[src/rtl/cdclib_lvlsync_tx_sched.sv]
// cdclib_lvlsync_tx_sched
// Write-side scheduler sharing one level-synchronized CDC channel among
// NREQ requesters. A round-robin pick captures one payload and drives it
// onto sync_data. After SETUP_CYCLES the toggle-level sync_req flips. The
// block then waits for the returned ack level to match sync_req.
//
// Ports:
//   clk        write-domain clock
//   rst        synchronous reset, active-high
//   req_valid  per-requester transfer request (level)
//   req_data   payloads, requester i at [i*DWIDTH +: DWIDTH]
//   req_done   one-cycle pulse, granted transfer acknowledged
//   req_err    one-cycle pulse, granted transfer timed out
//   sync_data  registered payload to the data level synchronizer
//   sync_req   registered toggle-level request
//   sync_ack   ack level, already synchronized into clk
//   busy       high in any state other than IDLE
//   gnt_id     index of the current or last granted requester
module cdclib_lvlsync_tx_sched #(
  parameter int NREQ           = 4,
  parameter int DWIDTH         = 8,
  parameter int SETUP_CYCLES   = 2,
  parameter int TIMEOUT_CYCLES = 1023,
  localparam int IDW           = $clog2(NREQ)
) (
  input  logic                   clk,
  input  logic                   rst,
  input  logic [NREQ-1:0]        req_valid,
  input  logic [NREQ*DWIDTH-1:0] req_data,
  output logic [NREQ-1:0]        req_done,
  output logic [NREQ-1:0]        req_err,
  output logic [DWIDTH-1:0]      sync_data,
  output logic                   sync_req,
  input  logic                   sync_ack,
  output logic                   busy,
  output logic [IDW-1:0]         gnt_id
);

  // One counter serves both SETUP and WAIT_ACK; size it for the larger need.
  localparam int TW = $clog2(TIMEOUT_CYCLES + 1);
  localparam int CW = (TW > 8) ? TW : 8;

  typedef enum logic [1:0] {S_IDLE, S_SETUP, S_WAIT_ACK, S_STALL} state_t;

  state_t            r_state;
  logic [DWIDTH-1:0] r_data;
  logic              r_req;
  logic [NREQ-1:0]   r_done;
  logic [NREQ-1:0]   r_err;
  logic [IDW-1:0]    r_gnt_id;
  logic [IDW-1:0]    r_rr_ptr;
  logic [CW-1:0]     r_cnt;

  logic [IDW:0]      w_shl;
  logic [NREQ-1:0]   w_rot;
  logic [IDW-1:0]    w_off;
  logic [IDW:0]      w_sum;
  logic [IDW-1:0]    w_pick;
  logic              w_any;
  logic [DWIDTH-1:0] w_pdata;
  logic [NREQ-1:0]   w_gnt_oh;
  logic [IDW-1:0]    w_next_ptr;
  logic              w_ack_match;

  // Rotate req_valid so bit 0 is the rr_ptr requester, find the lowest set
  // bit, then map the offset back to an absolute index modulo NREQ.
  always_comb begin
    w_shl = (IDW+1)'(NREQ) - {1'b0, r_rr_ptr};
    w_rot = (req_valid >> r_rr_ptr) | (req_valid << w_shl);
    w_off = '0;
    for (int unsigned i = 0; i < NREQ; i++) begin
      if (w_rot[NREQ-1-i]) w_off = IDW'(NREQ-1-i);
    end
    w_sum  = {1'b0, r_rr_ptr} + {1'b0, w_off};
    w_pick = (w_sum >= (IDW+1)'(NREQ)) ? IDW'(w_sum - (IDW+1)'(NREQ)) : IDW'(w_sum);
    w_any  = |req_valid;
    w_pdata = '0;
    for (int unsigned i = 0; i < NREQ; i++) begin
      if (w_pick == IDW'(i)) w_pdata = req_data[i*DWIDTH +: DWIDTH];
    end
  end

  assign w_gnt_oh    = {{(NREQ-1){1'b0}}, 1'b1} << r_gnt_id;
  assign w_next_ptr  = (r_gnt_id == IDW'(NREQ-1)) ? '0 : r_gnt_id + 1'b1;
  assign w_ack_match = (sync_ack == r_req);

  always_ff @(posedge clk) begin
    if (rst) begin
      r_state  <= S_IDLE;
      r_data   <= '0;
      r_req    <= 1'b0;
      r_done   <= '0;
      r_err    <= '0;
      r_gnt_id <= '0;
      r_rr_ptr <= '0;
      r_cnt    <= '0;
    end else begin
      r_done <= '0;
      r_err  <= '0;
      case (r_state)
        S_IDLE: begin
          if (w_any) begin
            r_gnt_id <= w_pick;
            r_data   <= w_pdata;
            r_cnt    <= '0;
            r_state  <= S_SETUP;
          end
        end
        S_SETUP: begin
          if (r_cnt == CW'(SETUP_CYCLES - 1)) begin
            r_req   <= ~r_req;
            r_cnt   <= '0;
            r_state <= S_WAIT_ACK;
          end else begin
            r_cnt <= r_cnt + 1'b1;
          end
        end
        S_WAIT_ACK: begin
          // Ack match is tested first so it wins over a coincident timeout.
          if (w_ack_match) begin
            r_done   <= w_gnt_oh;
            r_rr_ptr <= w_next_ptr;
            r_state  <= S_IDLE;
          end else if ((TIMEOUT_CYCLES != 0) && (r_cnt == CW'(TIMEOUT_CYCLES - 1))) begin
            r_err    <= w_gnt_oh;
            r_rr_ptr <= w_next_ptr;
            r_state  <= S_STALL;
          end else begin
            r_cnt <= r_cnt + 1'b1;
          end
        end
        S_STALL: begin
          // Absorb the late ack so it is never credited to the next grant.
          if (w_ack_match) r_state <= S_IDLE;
        end
        default: r_state <= S_IDLE;
      endcase
    end
  end

  assign req_done  = r_done;
  assign req_err   = r_err;
  assign sync_data = r_data;
  assign sync_req  = r_req;
  assign busy      = (r_state != S_IDLE);
  assign gnt_id    = r_gnt_id;

endmodule

[config.mk]
export PLATFORM = sky130hd
export DESIGN_NAME = cdclib_lvlsync_tx_sched
export DESIGN_NICKNAME = d
export VERILOG_FILES = /design/src/rtl/cdclib_lvlsync_tx_sched.sv
export SDC_FILE = /design/constraint.sdc
export NUM_CORES = 1
export LEC_CHECK = 0
export CORE_ASPECT_RATIO = 0.8
export CORE_UTILIZATION = 53
export CTS_BUF_LIST = sky130_fd_sc_hd__clkbuf_4
export DETAILED_ROUTE_END_ITERATION = 8
export GPL_ROUTABILITY_DRIVEN = 0
export GPL_TIMING_DRIVEN = 0
export PLACE_DENSITY = 0.83
export RECOVER_POWER = 100
export SLEW_MARGIN = 20
export SYNTH_ARGS = -nofsm -noshare
export SYNTH_HDL_FRONTEND = slang
export SYNTH_SLANG_ARGS = --single-unit
[constraint.sdc]
create_clock -name clk -period 4.8 [get_ports clk]
set_input_delay 0.96 -clock clk [delete_from_list [all_inputs] [get_ports clk]]
set_output_delay 0.96 -clock clk [all_outputs]
set_load 0.005 [all_outputs]
# Yosys cells after proc, flatten, opt, wreduce, memory -nomap -nowiden

Cells that the tools add are included.

$add $sub $neg: 5
Multipliers: 0
Divide/modulo/power cells: 0
$lt $le $gt $ge: 1
Equality and inequality tests: 16
Shift-type cells: 3
Muxes and demuxes: 23
Bitwise operators: 5
Reductions and logical operators: 13

Operators with widths:

| kind                                                                    | number |
|---|---|
| 10-bit 2-to-1 mux                                                       | 4 |
| 8-bit 2-to-1 mux                                                        | 4 |
| 10-bit one-hot mux with 3 select lines                                  | 1 |
| 2-bit 2-to-1 mux                                                        | 13 |
| 10-bit by 1-bit adder with 10-bit output (second input constant)        | 1 |
| 10-bit by 1-bit equality test with 1-bit output (second input constant) | 1 |
| 10-bit equality test (second input constant)                            | 1 |
| 2-bit equality test (second input constant)                             | 5 |
| 2-bit inequality test (second input constant)                           | 5 |
| 2-bit one-hot mux with 4 select lines                                   | 1 |
| 4-bit AND reduction                                                     | 2 |
| 4-bit OR reduction                                                      | 2 |
| 2-bit AND reduction                                                     | 3 |
| 2-bit by 1-bit equality test with 1-bit output (second input constant)  | 2 |
| 2-bit zero test                                                         | 2 |
| 1-bit NOT                                                               | 4 |
| 4-bit OR                                                                | 1 |
| 2-bit nonzero test                                                      | 2 |
| 1-bit by 2-bit << shifter with 4-bit output (first input constant)      | 1 |
| 4-bit by 3-bit << shifter with 4-bit output                             | 1 |
| 4-bit by 2-bit right shift with 4-bit output                            | 1 |
| 2-bit by 2-bit adder with 3-bit output                                  | 1 |
| 3-bit >= comparator (second input constant)                             | 1 |
| 3-bit inequality test (second input constant)                           | 1 |
| other kinds (6)                                                         | 6 |

Bits in registers: 33
Bits in latches: 0
RAM bits: 0
ROM bits: 0
Input bits: 39
Output and inout bits: 20
Logic and storage cells: 74
Memories: 0

# Longest topological paths before layout

Depth in word-level cells: 15
Gate-level depth with buffers: 15

# Worst setup path after synthesis

No wires, ideal clock.

Path type: flip-flop to flip-flop
Start point: register r_rr_ptr[1]
End point: register r_data[1], in the netlist sync_data[1]
Arrival: 3.303 ns
Path slack: 1.410 ns
Stages on the path, launching flop included: 16
Buffers on the path: 4
Clock period less this slack: 3.390 ns
Cell sequence: dfxtp_1 buf_2 inv_1 ha_1 and4bb_1 a31oi_2 buf_4 nand2b_1 a21oi_1 ha_1 buf_2 clkbuf_1 a211oi_1 a2111oi_2 a221oi_2 a221oi_2

Longest elaborated chain between the ends: 15
Elaborated cells on any way between the ends: 20
Classes of those cells: add/sub (3); order compare (1); eq/ne (3); shift (2); mux (9); bitwise (1); reduce/logical (1)

Ends and longest elaborated chain:

| what                                                                               | RTL line | RTL |
|---|---|---|
| from (decl)                                                                        | 51       | `logic [IDW-1:0] r_rr_ptr;` |
| from (signal assigned)                                                             | 122      | `r_rr_ptr <= w_next_ptr;` |
| from (signal assigned)                                                             | 126      | `r_rr_ptr <= w_next_ptr;` |
| 3-bit by 2-bit subtractor with 3-bit output                                        | 68       | `w_shl = (IDW+1)'(NREQ) - {1'b0, r_rr_ptr};` |
| 4-bit by 3-bit << shifter with 4-bit output                                        | 69       | `w_rot = (req_valid >> r_rr_ptr) \| (req_valid << w_shl);` |
| 4-bit OR                                                                           | 69       |  |
| 2-bit 2-to-1 mux (4 in series)                                                     | 72       | `if (w_rot[NREQ-1-i]) w_off = IDW'(NREQ-1-i);` |
| 2-bit by 2-bit adder with 3-bit output (*)                                         | 74       | `w_sum = {1'b0, r_rr_ptr} + {1'b0, w_off};` |
| 3-bit >= comparator or 2-bit by 1-bit subtractor with 2-bit output (tied branches) | 75       | `w_pick = (w_sum >= (IDW+1)'(NREQ)) ? IDW'(w_sum - (IDW+1)'(NREQ)) : IDW'(w_sum);` |
| 2-bit 2-to-1 mux (*)                                                               | 75       |  |
| net w_pick[0]                                                                      | 58       | `logic [IDW-1:0] w_pick;` |
| 2-bit zero test                                                                    | 79       | `if (w_pick == IDW'(i)) w_pdata = req_data[i*DWIDTH +: DWIDTH];` |
| 8-bit 2-to-1 mux (3 in series)                                                     | 79       |  |
| 8-bit 2-to-1 mux (*)                                                               | 79       |  |
| to (signal assigned)                                                               | 104      | `r_data <= w_pdata;` |
| to (decl)                                                                          | 46       | `logic [DWIDTH-1:0] r_data;` |

Mark *: on every way through the listed nets, which the timed path passes. The rest lies on a longest branch.
A chain may end at the register's enable or synchronous reset.

# Final worst setup path

Start point: input port req_valid[3]
End point: register r_data[5], in the netlist sync_data[5]

Longest elaborated chain between the ends: 14
Elaborated cells on any way between the ends: 21
Classes of those cells: add/sub (2); order compare (1); eq/ne (3); shift (2); mux (9); bitwise (1); reduce/logical (3)

Ends and longest elaborated chain:

| what                                                                                                        | RTL line | RTL |
|---|---|---|
| from (decl)                                                                                                 | 28       | `input logic [NREQ-1:0] req_valid,` |
| 4-bit by 3-bit << shifter with 4-bit output or 4-bit by 2-bit right shift with 4-bit output (tied branches) | 69       |  |
| 4-bit OR                                                                                                    | 69       |  |
| 2-bit 2-to-1 mux (4 in series)                                                                              | 72       |  |
| 2-bit by 2-bit adder with 3-bit output                                                                      | 74       |  |
| 3-bit >= comparator or 2-bit by 1-bit subtractor with 2-bit output (tied branches)                          | 75       |  |
| 2-bit 2-to-1 mux                                                                                            | 75       |  |
| 2-bit zero test                                                                                             | 79       |  |
| 8-bit 2-to-1 mux (4 in series)                                                                              | 79       |  |

Several ways; a longest one is shown, not always the timed one.

==> results.md <==
- Fin. Hold Viols: 0
- Drt wl/cell: 15.8 um
- Reg-to-Reg Start: r_rr_ptr[1]
- DRT Pass-1 Iters: 5
- Req. time, crit path: 5.05 ns
- Clk slew on worst S/H paths: 0.11 ns
- Fin area: 3370 um2
- Clk sinks: 33
- CTS tree: done
- Comb pwr share: 56.3%
- Top FF cell, synth: dfxtp_1
- Post-synthesis async set-or-reset flop share: 0%
- Io pins: 59
- Clock latency at the later pin of the worst-skew pair: 0.36 ns
- Synth Cell Area: 2690 um2
- Initial antenna violation count: 0
- Final min period: 4.36 ns
- Post-cts sizing count: 0
- Worst-Margin Slew: 1.17 ns
- Clock Power Share: 16.4%
- Vias in the first global route: 2331
- IO buf count: 57
- Synth unique cells: 60
- Setup TNS: 0 ns
- Largest net degree at the start of global routing: 13
- Status: finished, final reports clean
- CP Data Arrival Time: 4.61 ns
- Synth Warn #: 0
- Share of the synthesized area in the top cell type: 24.5%
- Layout cells sized above 1: 12.2%
- Hold Path Stages: 2
- Total track usage: 26.5%
- Die area: 5370 um2
- Routed Antenna Nets: 0
- Synth Area per Inst: 9.07 um2
- Setup bufs post-CTS: 0
- Htree depth: 2
- Detailed Route WL: 6.66 mm
- Final core utilization: 71.2%
- Post-synth EDFFs: 0
- Syn nets: 349
- Relative slew slack: 21.3%
- FMAX: 0.229 GHz
- Area delta synth->final: 25.2%
- Clk_skew: 0.0234 ns
- Critical path class: input port to flop
- Startpoint Class: input port
- #FFs+latches synth: 33
- DRC Markers: 0
- Maximum vdd drop: 0.000260 V
- Flop-to-flop setup slack: 0.51 ns
- Num CTS Buffers: 5
- Core area: 4730 um2
- Int Power: 0.000778 W
- Reg2reg path depth: 15
- Most common cell after layout, fill and taps aside: nor2_1
- CP Max Fanout: 10
- Die X: 81.7 um
- Critical Path End Type: flop
- Initial Util: 56.9%
- Static leakage: 1.22 nW
- Period utilisation layout: 90.9%
- Initial drt markers: 241
- Quantity of hold-fixing buffers added after cts: 0
- Max Root-Sink Buffers: 2
- Via count: 2594
- Seq/Total Area, Yosys: 24.5%
- GR Overflow Total: 0
- Final setup fails: 0
- Pwr dens: 403 nW/um2
- Root Driver: clkbuf_4
- Area contributors post-synth: dfxtp_1, a221oi_2, ha_1
- HP Start: r_cnt[1]
- Mapped Cells: 297
- Sw frac: 42.7%
- Max cap viols: 0
- Hpwl dp: 5.09 mm
- RSZ-0062 raised after global routing: false
- Final Max Slew Viols: 0
- WHS Endpoint: r_cnt[1]
- Dpl cell area: 3340 um2
- Most frequent cells in the layout: nor2_1, clkdlybuf4s50_1, dfxtp_1, dlygate4sd3_1, inv_1
- Vias per cell: 6.15
- First-pass GRT wire length: 10.8 mm
- Fin nets: 413
- Min-Delay Path Class: flop to flop
- # rows: 22
- Critical R2R Capture: sync_data[5]
- Seq pwr share: 27.3%
- Antenna diodes: 0
- Die height: 65.8 um
- Synth area leader: dfxtp_1
- Psw: 0.000580 W
- Fill cell count: 401
## per-layer routing
layer | part of all wire, % | track usage [%] | up-vias | wire (um)
met5 | 0 | 0 | - | 0
met4 | 0.98 | 7.46 | 0 | 65
met3 | 7.1 | 4.31 | 11 | 475
met2 | 43 | 40.0 | 112 | 2900
met1 | 48 | 38.3 | 1206 | 3230
li1 | - | - | 1265 | -
## power by group through the flow
| stage | logic [W] | registers, W | clock network, W |
|---|---|---|---|
| 5_1_grt | 0.000839 | 0.000379 | 0.000238 |
| 4_1_cts | 0.000795 | 0.000373 | 0.000226 |
| 2_1_floorplan | 0.000550 | 0.000372 | 0 |
| 3_3_place_gp | 0.000783 | 0.000374 | 0 |
| 3_5_place_dp | 0.000792 | 0.000377 | 0 |
| 6_report | 0.000764 | 0.000371 | 0.000223 |
## cells in the mapped netlist, drive strengths merged, types with 2 or more instances
cell	n
a31oi	3
o311ai	2
nand3	5
o2111ai	2
inv	15
a21oi	8
and2	17
nand3b	9
dfxtp	33
or3	2
nor2b	8
nor3	3
nor2	36
o211ai	2
a211oi	14
buf	11
mux2i	12
o311a	8
or4	2
nand2b	5
nand2	7
nand4	2
ha	13
o21ai	11
xnor2	4
xor2	9
clkbuf	6
a211o	2
a221oi	18
a2111oi	10
## worst max-delay path, cell delays in order
cell and delay, ns:
dlygate4sd3_1 0.66, mux2i_1 0.25, o21ai_0 0.11, o311ai_0 0.37, o21ai_0 0.13, a21oi_1 0.21
ha_1 0.22, xnor2_2 0.23, clkbuf_1 0.45, nor2_1 0.11, o21ai_1 0.10, nand3_1 0.39
a221oi_1 0.42
## how the worst max path moves through the flow
stage	from	end	slack (ns)	cells after the start
floorplan	r_rr_ptr[1]	sync_data[1]	1.41	15
global placement	req_valid[1]	sync_data[2]	0.35	13
detailed placement	req_valid[1]	sync_data[2]	0.33	13
CTS	req_valid[1]	sync_data[2]	0.70	13
global route	req_valid[3]	sync_data[5]	0.24	13
finish	req_valid[3]	sync_data[5]	0.44	13
## kinds of logic after synthesis
family / Yosys count / share of synthesized area (%)
compound gates: 88 / 32.6
xor+xnor: 13 / 4.51
simple gates: 106 / 22.1
fa+ha+maj: 13 / 6.04
flops: 33 / 24.5
mux: 12 / 4.46
buf+inv: 32 / 5.76
## flip-flops by register name, indices dropped and copies added (netlist names)
signal and count:
r_state 2, r_cnt 10, r_rr_ptr 2, sync_data 8
gnt_id 2, req_done 4, req_err 4, sync_req 1
## final cells by class
type	count	area (um2)	share of cell area, %
clock buffer	5	37.5	1.11
buffer	17	96.3	2.86
clock inverter	3	46.3	1.37
sequential	33	661	19.6
multi-input combinational	232	1830	54.2
tap	60	75.1	2.23
inverter	15	56.3	1.67
timing repair buffer	57	571	16.9
## through the flow
step | hold slack [ns] | std cells | worst slack (ns) | total power [W]
CTS | 0.557 | 422 | 0.695 | 0.00139
finish | 0.554 | 422 | 0.436 | 0.00136
global route | 0.583 | 422 | 0.235 | 0.00146
detailed placement | 0.525 | 414 | 0.333 | 0.00117
global placement | 0.514 | 414 | 0.348 | 0.00116
floorplan | 0.485 | 297 | 1.41 | 0.000923
Note: power is estimated with default switching activity, not from simulation.
==> RTL edit 1 (config.mk and constraints unchanged) <==
Change the parameter `TIMEOUT_CYCLES` from 1023 to 511.
--- a/src/rtl/cdclib_lvlsync_tx_sched.sv
+++ b/src/rtl/cdclib_lvlsync_tx_sched.sv
@@ -22,3 +22,3 @@
   parameter int SETUP_CYCLES   = 2,
-  parameter int TIMEOUT_CYCLES = 1023,
+  parameter int TIMEOUT_CYCLES = 511,
   localparam int IDW           = $clog2(NREQ)
Check against the original RTL: no difference found for any inputs over 10 cycles, from zero or initial values and one cycle with rst high; that may be too few to reach the edited logic, so the function may still have changed.
==> RTL edit 1 against the original RTL <==
Critical endpoint is now sync_data[2]$_SDFFE_PP0P_. First-iteration DRC count is 37% lower. Register-to-register slack worse by 0.15 ns. Synthesized area decreased by 15%. Sequential cell count shrank 1. Total power down 21%. Hold slack got worse by 0.060 ns. Worst setup slack got worse by 0.15 ns. Cell area shrank 12%. Critical path type unchanged. Final cell count down 2.1%. Combinational power is 32% lower. Wire length shrank 8.7%.
==> RTL edit 1: results (changes against the original RTL) <==
Arr. time, crit path -> 4.73 ns (was 4.61 ns)
warnings from Yosys -> 0 (unchanged)
DR vias/cell -> 5.83 (was 6.15)
clk slew on worst S/H paths -> 0.10 ns
Skew-Pair Late Insertion Delay -> 0.35 ns
Worst-Margin Slew -> 1.11 ns (was 1.17 ns)
Distinct cells, synth -> 56 (was 60)
FILL cells -> 337 (was 401)
CTS Buf Count -> 5 (unchanged)
WL per Instance -> 14.7 um (was 15.8 um)
maximum vdd drop -> 0.000274 V (was 0.000260 V)
first-pass GRT wire length -> 9980 um (was 10800 um)
post-DP HPWL -> 4620 um (was 5090 um)
Net Count, Synth -> 346 (was 349)
Post-CTS Setup Bufs -> 0 (unchanged)
dpl ws -> -0.0112 ns (was 0.333 ns)
CP max FO -> 10 (unchanged)
layout net count -> 409 (was 413)
antenna diode count -> 0 (unchanged)
global-route usage over all layers -> 29.3% (was 26.5%)
clk root buf -> clkbuf_4 (unchanged)
max reg flops -> 9 (was 10)
H-tree levels -> 2 (unchanged)
CTS Buffer Depth -> 2 (unchanged)
asr flop ratio synth -> 0% (unchanged)
top post-synthesis cells by area -> dfxtp_1 28%, ha_1 7.1%, o21ai_0 7.0% (was dfxtp_1 25%, a221oi_2 9.5%, ha_1 6.0%)
largest net degree at the start of global routing -> 11 (was 13)
Seq/Total Area, Yosys -> 28.0% (was 24.5%)
Biggest register -> r_cnt (unchanged)
main flop type after synthesis -> dfxtp_1 (unchanged)
vias in the first global route -> 2219 (was 2331)
Leak -> 1.17 nW (was 1.22 nW)
max_cap viols -> 0 (unchanged)
antenna violations before repair -> 0 (unchanged)
clock skew -> 0.00421 ns (was 0.0234 ns)
most frequent cells after synthesis -> 35 x nand2_1, 32 x dfxtp_1, 32 x o21ai_0 (was 36 x nor2_1, 33 x dfxtp_1, 17 x a221oi_2, 17 x and2_1, 15 x inv_1)
layout cells sized above 1 -> 7.82% (was 12.2%)
1st-iter DRT viols -> 153 (was 241)
cts repair resizes -> 0 (unchanged)
I/O Buffers -> 56 (was 57)
status -> complete, no violations (unchanged)
drt first pass iters -> 5 (unchanged)
Hold WC Path Type -> reg -> reg (unchanged)
==> RTL edit 1: cell types whose count changed after synthesis, moves of 7 or more <==
cell / unedited run / this run
xor2_1: 9 / 2
mux2i_1: 12 / 2
o21ai_0: 7 / 32
and2_1: 17 / 9
a221oi_2: 17 / 0
a22oi_1: 0 / 9
nand2_1: 7 / 35
o311a_1: 8 / 0
mux2_2: 0 / 7
a2111oi_2: 8 / 1
a211oi_1: 13 / 1
nor2_1: 36 / 26
a21oi_1: 8 / 28
==> RTL edit 1: worst paths after layout <==
| check | from | to | slack, ns | depth (start not counted) |
|---|---|---|---|---|
| worst max-delay path | req_valid[0] | sync_data[2]$_SDFFE_PP0P_ | 0.28 | 13 |
| worst min register to register | r_cnt[7]$_SDFFE_PP0P_ | r_cnt[7]$_SDFFE_PP0P_ | 0.49 | 2 |
| worst max register to register | r_rr_ptr[0]$_SDFFE_PP0P_ | sync_data[2]$_SDFFE_PP0P_ | 0.36 | 14 |
| worst min-delay path | r_cnt[7]$_SDFFE_PP0P_ | r_cnt[7]$_SDFFE_PP0P_ | 0.49 | 2 |
==> RTL edit 1: layout make-up <==
cell class / count / area share (%)
Clock buffer: 5 / 1.27
Clock inverter: 3 / 1.27
Sequential cell: 32 / 21.6
Multi-Input combinational cell: 239 / 51.3
Timing Repair Buffer: 56 / 18.9
Inverter: 11 / 1.40
Tap cell: 55 / 2.33
Buffer: 12 / 1.86
==> RTL edit 1: cell families after synthesis <==
kind of cell / synth area share, %
AO/OA/AOI/OAI: 28.2
XOR/XNOR: 1.86
adder cells (fa/ha/maj): 7.10
buffers and inverters: 4.21
flip-flops: 28.0
multiplexers: 4.31
AND/OR/NAND/NOR: 26.4
==> RTL edit 1: power breakdown <==
group / internal, W / leakage [nW] / switching, W
combinational: 0.000228 / 0.867 / 0.000290
sequential: 0.000308 / 0.260 / 0.0000379
clock: 0.000106 / 0.0403 / 0.000101
==> RTL edit 1: stage by stage <==
| stage | area [um^2] | instances |
|---|---|---|
| floorplan | 2290 | 294 |
| global placement | 2920 | 405 |
| detailed placement | 2920 | 405 |
| CTS | 3000 | 413 |
| global route | 2960 | 413 |
| finish | 2960 | 413 |
==> RTL edit 1: routing by layer <==
metal  vias up  track usage [%]  part of all wire [%]
met5         -                0                     0
met1      1113             40.1                    46
met2        99             45.2                    45
met4         0             11.6                   1.6
met3        10             6.31                   6.7
li1       1186                -                     -
==> RTL edit 1: critical path, stage by stage <==
cell	delay (ns)
clkdlybuf4s50_1	0.71
nand2_1	0.16
a311oi_1	0.29
a21oi_1	0.07
nor4_1	0.17
a31oi_1	0.08
a222oi_1	0.40
ha_1	0.17
clkbuf_1	0.42
clkbuf_1	0.49
inv_1	0.14
nor3_2	0.52
a22oi_1	0.14
==> RTL edit 2 (same flow settings) <==
Made on the original files. Put one more register stage on the output `req_err`, without a reset. The value now appears one clock later. The other outputs are not delayed to match. Comments in the files are not updated.
--- a/src/rtl/cdclib_lvlsync_tx_sched.sv
+++ b/src/rtl/cdclib_lvlsync_tx_sched.sv
@@ -141,3 +141,5 @@
   assign req_done  = r_done;
-  assign req_err   = r_err;
+  always_ff @(posedge clk) begin
+    req_err <= r_err;
+  end
   assign sync_data = r_data;
Behaviour: same outputs for any inputs over 10 cycles, from zero or initial values and one cycle with rst high; that may be too few to reach the edited logic, so the function may still have changed.
==> RTL edit 2 against the original RTL <==
Critical path depth is 2 higher. Sequential cell count is 4 higher. Register-to-register slack better by 0.38 ns. Die area is 16% lower. Worst setup slack better by 0.45 ns. Core utilization is 2.9 points higher. Wire length is 15% lower. Final cell count is 10% lower. Synthesized area is 16% lower. Cell area is 14% lower. Total power is 16% lower. Critical endpoint unchanged. Largest cell class unchanged.
==> RTL edit 2: results (changes against the original RTL) <==
layout net count -> 375 (was 413)
FILL cells -> 297 (was 401)
top post-synthesis cells by area -> dfxtp_1 33%, ha_1 7.2%, mux2i_1 5.3% (was dfxtp_1 25%, a221oi_2 9.5%, ha_1 6.0%)
clock skew -> 0.0130 ns (was 0.0234 ns)
asr flop ratio synth -> 0% (unchanged)
status -> complete, no violations (unchanged)
clk slew on worst S/H paths -> 0.12 ns
Hold WC Path Type -> reg -> reg (unchanged)
Post-CTS Setup Bufs -> 0 (unchanged)
warnings from Yosys -> 0 (unchanged)
first-pass GRT wire length -> 9310 um (was 10800 um)
min Tclk post-route -> 3.91 ns (was 4.36 ns)
max reg flops -> 10 (unchanged)
WL final -> 5680 um (was 6660 um)
antenna violations before repair -> 0 (unchanged)
CTS Buf Count -> 5 (unchanged)
maximum vdd drop -> 0.000268 V (was 0.000260 V)
CTS Buffer Depth -> 2 (unchanged)
FF-to-FF path depth -> 15 (unchanged)
Seq/Total Area, Yosys -> 32.8% (was 24.5%)
Skew-Pair Late Insertion Delay -> 0.36 ns (about the same)
1st-iter DRT viols -> 151 (was 241)
largest net degree at the start of global routing -> 13 (unchanged)
layout cells sized above 1 -> 7.10% (was 12.2%)
I/O Buffers -> 57 (unchanged)
clk root buf -> clkbuf_4 (unchanged)
most frequent cells after synthesis -> 37 x dfxtp_1, 25 x nand2_1, 23 x nor2_1 (was 36 x nor2_1, 33 x dfxtp_1, 17 x a221oi_2, 17 x and2_1, 15 x inv_1)
DR vias -> 2144 (was 2594)
global-route usage over all layers -> 27.7% (was 26.5%)
Distinct cells, synth -> 51 (was 60)
reg-to-reg slack, setup -> 0.89 ns (was 0.51 ns)
CP max FO -> 10 (unchanged)
worst rel slew slack -> 49.4% (was 21.3%)
H-tree levels -> 2 (unchanged)
vias in the first global route -> 1919 (was 2331)
drt first pass iters -> 5 (unchanged)
Net Count, Synth -> 311 (was 349)
post-DP HPWL -> 4380 um (was 5090 um)
WHS Path Cells -> 0 (was 2)
cts repair resizes -> 0 (unchanged)
Cell Area, Placed -> 0.00290 mm^2 (was 0.00334 mm^2)
hold slack -> 0.338 ns (was 0.554 ns)
antenna diode count -> 0 (unchanged)
Arr. time, crit path -> 4.16 ns (was 4.61 ns)
Biggest register -> r_cnt (unchanged)
dpl ws -> 0.658 ns (was 0.333 ns)
Leak -> 1.11 nW (was 1.22 nW)
[RTL edit 2: cell count changes after synthesis, sizes merged, moves of 5 or more]
cell	unedited run	this run
nor2	36	23
nand2	7	25
nand3b	9	3
a211oi	14	9
buf	11	4
a21oi	8	23
xor2	9	3
and2	17	10
a221oi	18	1
o311a	8	0
[RTL edit 2: cell families (layout without fill, tap and decap cells)]
group	count (synthesis)	count (layout)	share of synthesized area (%)
fa+ha+maj	13	13	7.21
mux	13	13	5.82
flops	37	37	32.8
simple gates	101	101	23.7
xor+xnor	3	3	1.16
buf+inv	23	88	4.83
compound gates	69	69	24.5
[RTL edit 2: layout make-up]
| class | instances | area [um^2] | share of cell area, % |
|---|---|---|---|
| plain buffers | 12 | 67.6 | 2.32 |
| clock buffers | 5 | 37.5 | 1.29 |
| clock inverters | 3 | 17.5 | 0.601 |
| inverters | 11 | 41.3 | 1.42 |
| multi-input cells | 199 | 1370 | 47.0 |
| flip-flops and latches | 37 | 741 | 25.4 |
| well taps | 55 | 68.8 | 2.36 |
| repair buffers | 57 | 571 | 19.6 |
[RTL edit 2: power by group]
part           total (W)  leakage, nW  switching [W]  internal (W)
clock network   0.000169       0.0326       0.000113     0.0000555
logic           0.000584        0.773       0.000327      0.000257
registers       0.000386        0.301      0.0000323      0.000353
[RTL edit 2: final timing paths]
check | startpoint | end
worst max-delay path | r_rr_ptr[0]$_SDFFE_PP0P_ | sync_data[5]$_SDFFE_PP0P_
worst min-delay path | r_err[0]$_SDFF_PP0_ | req_err[0]$_DFF_P_
worst max register to register | r_rr_ptr[0]$_SDFFE_PP0P_ | sync_data[5]$_SDFFE_PP0P_
worst min register to register | r_err[0]$_SDFF_PP0_ | req_err[0]$_DFF_P_
[RTL edit 2: critical path: stages, from the launching register on]
cell       delay, ns
dfxtp_1         0.38
buf_6           0.16
inv_1           0.11
ha_1            0.44
mux2_1          0.35
a21oi_1         0.20
o22a_1          0.21
a21oi_1         0.08
a21oi_1         0.14
o21a_1          0.14
ha_1            0.15
xor2_1          0.36
nor3_1          0.12
a2bb2oi_2       0.42
a21oi_1         0.13
a2111oi_0       0.39
[RTL edit 2: metal layers]
layer / global-route usage (%) / vias to the layer above / share of wire [%]
li1: - / 1063 / -
met1: 40.6 / 988 / 51
met2: 41.7 / 85 / 42
met3: 6.64 / 8 / 6.3
met4: 5.12 / 0 / 1.1
met5: 0 / - / 0
[RTL edit 2: stage by stage]
step	std cells	power [W]
after global placement	371	0.00101
after CTS	379	0.00118
after global routing	379	0.00122
final	379	0.00114
after floorplan	259	0.000803
after detailed placement	371	0.00101
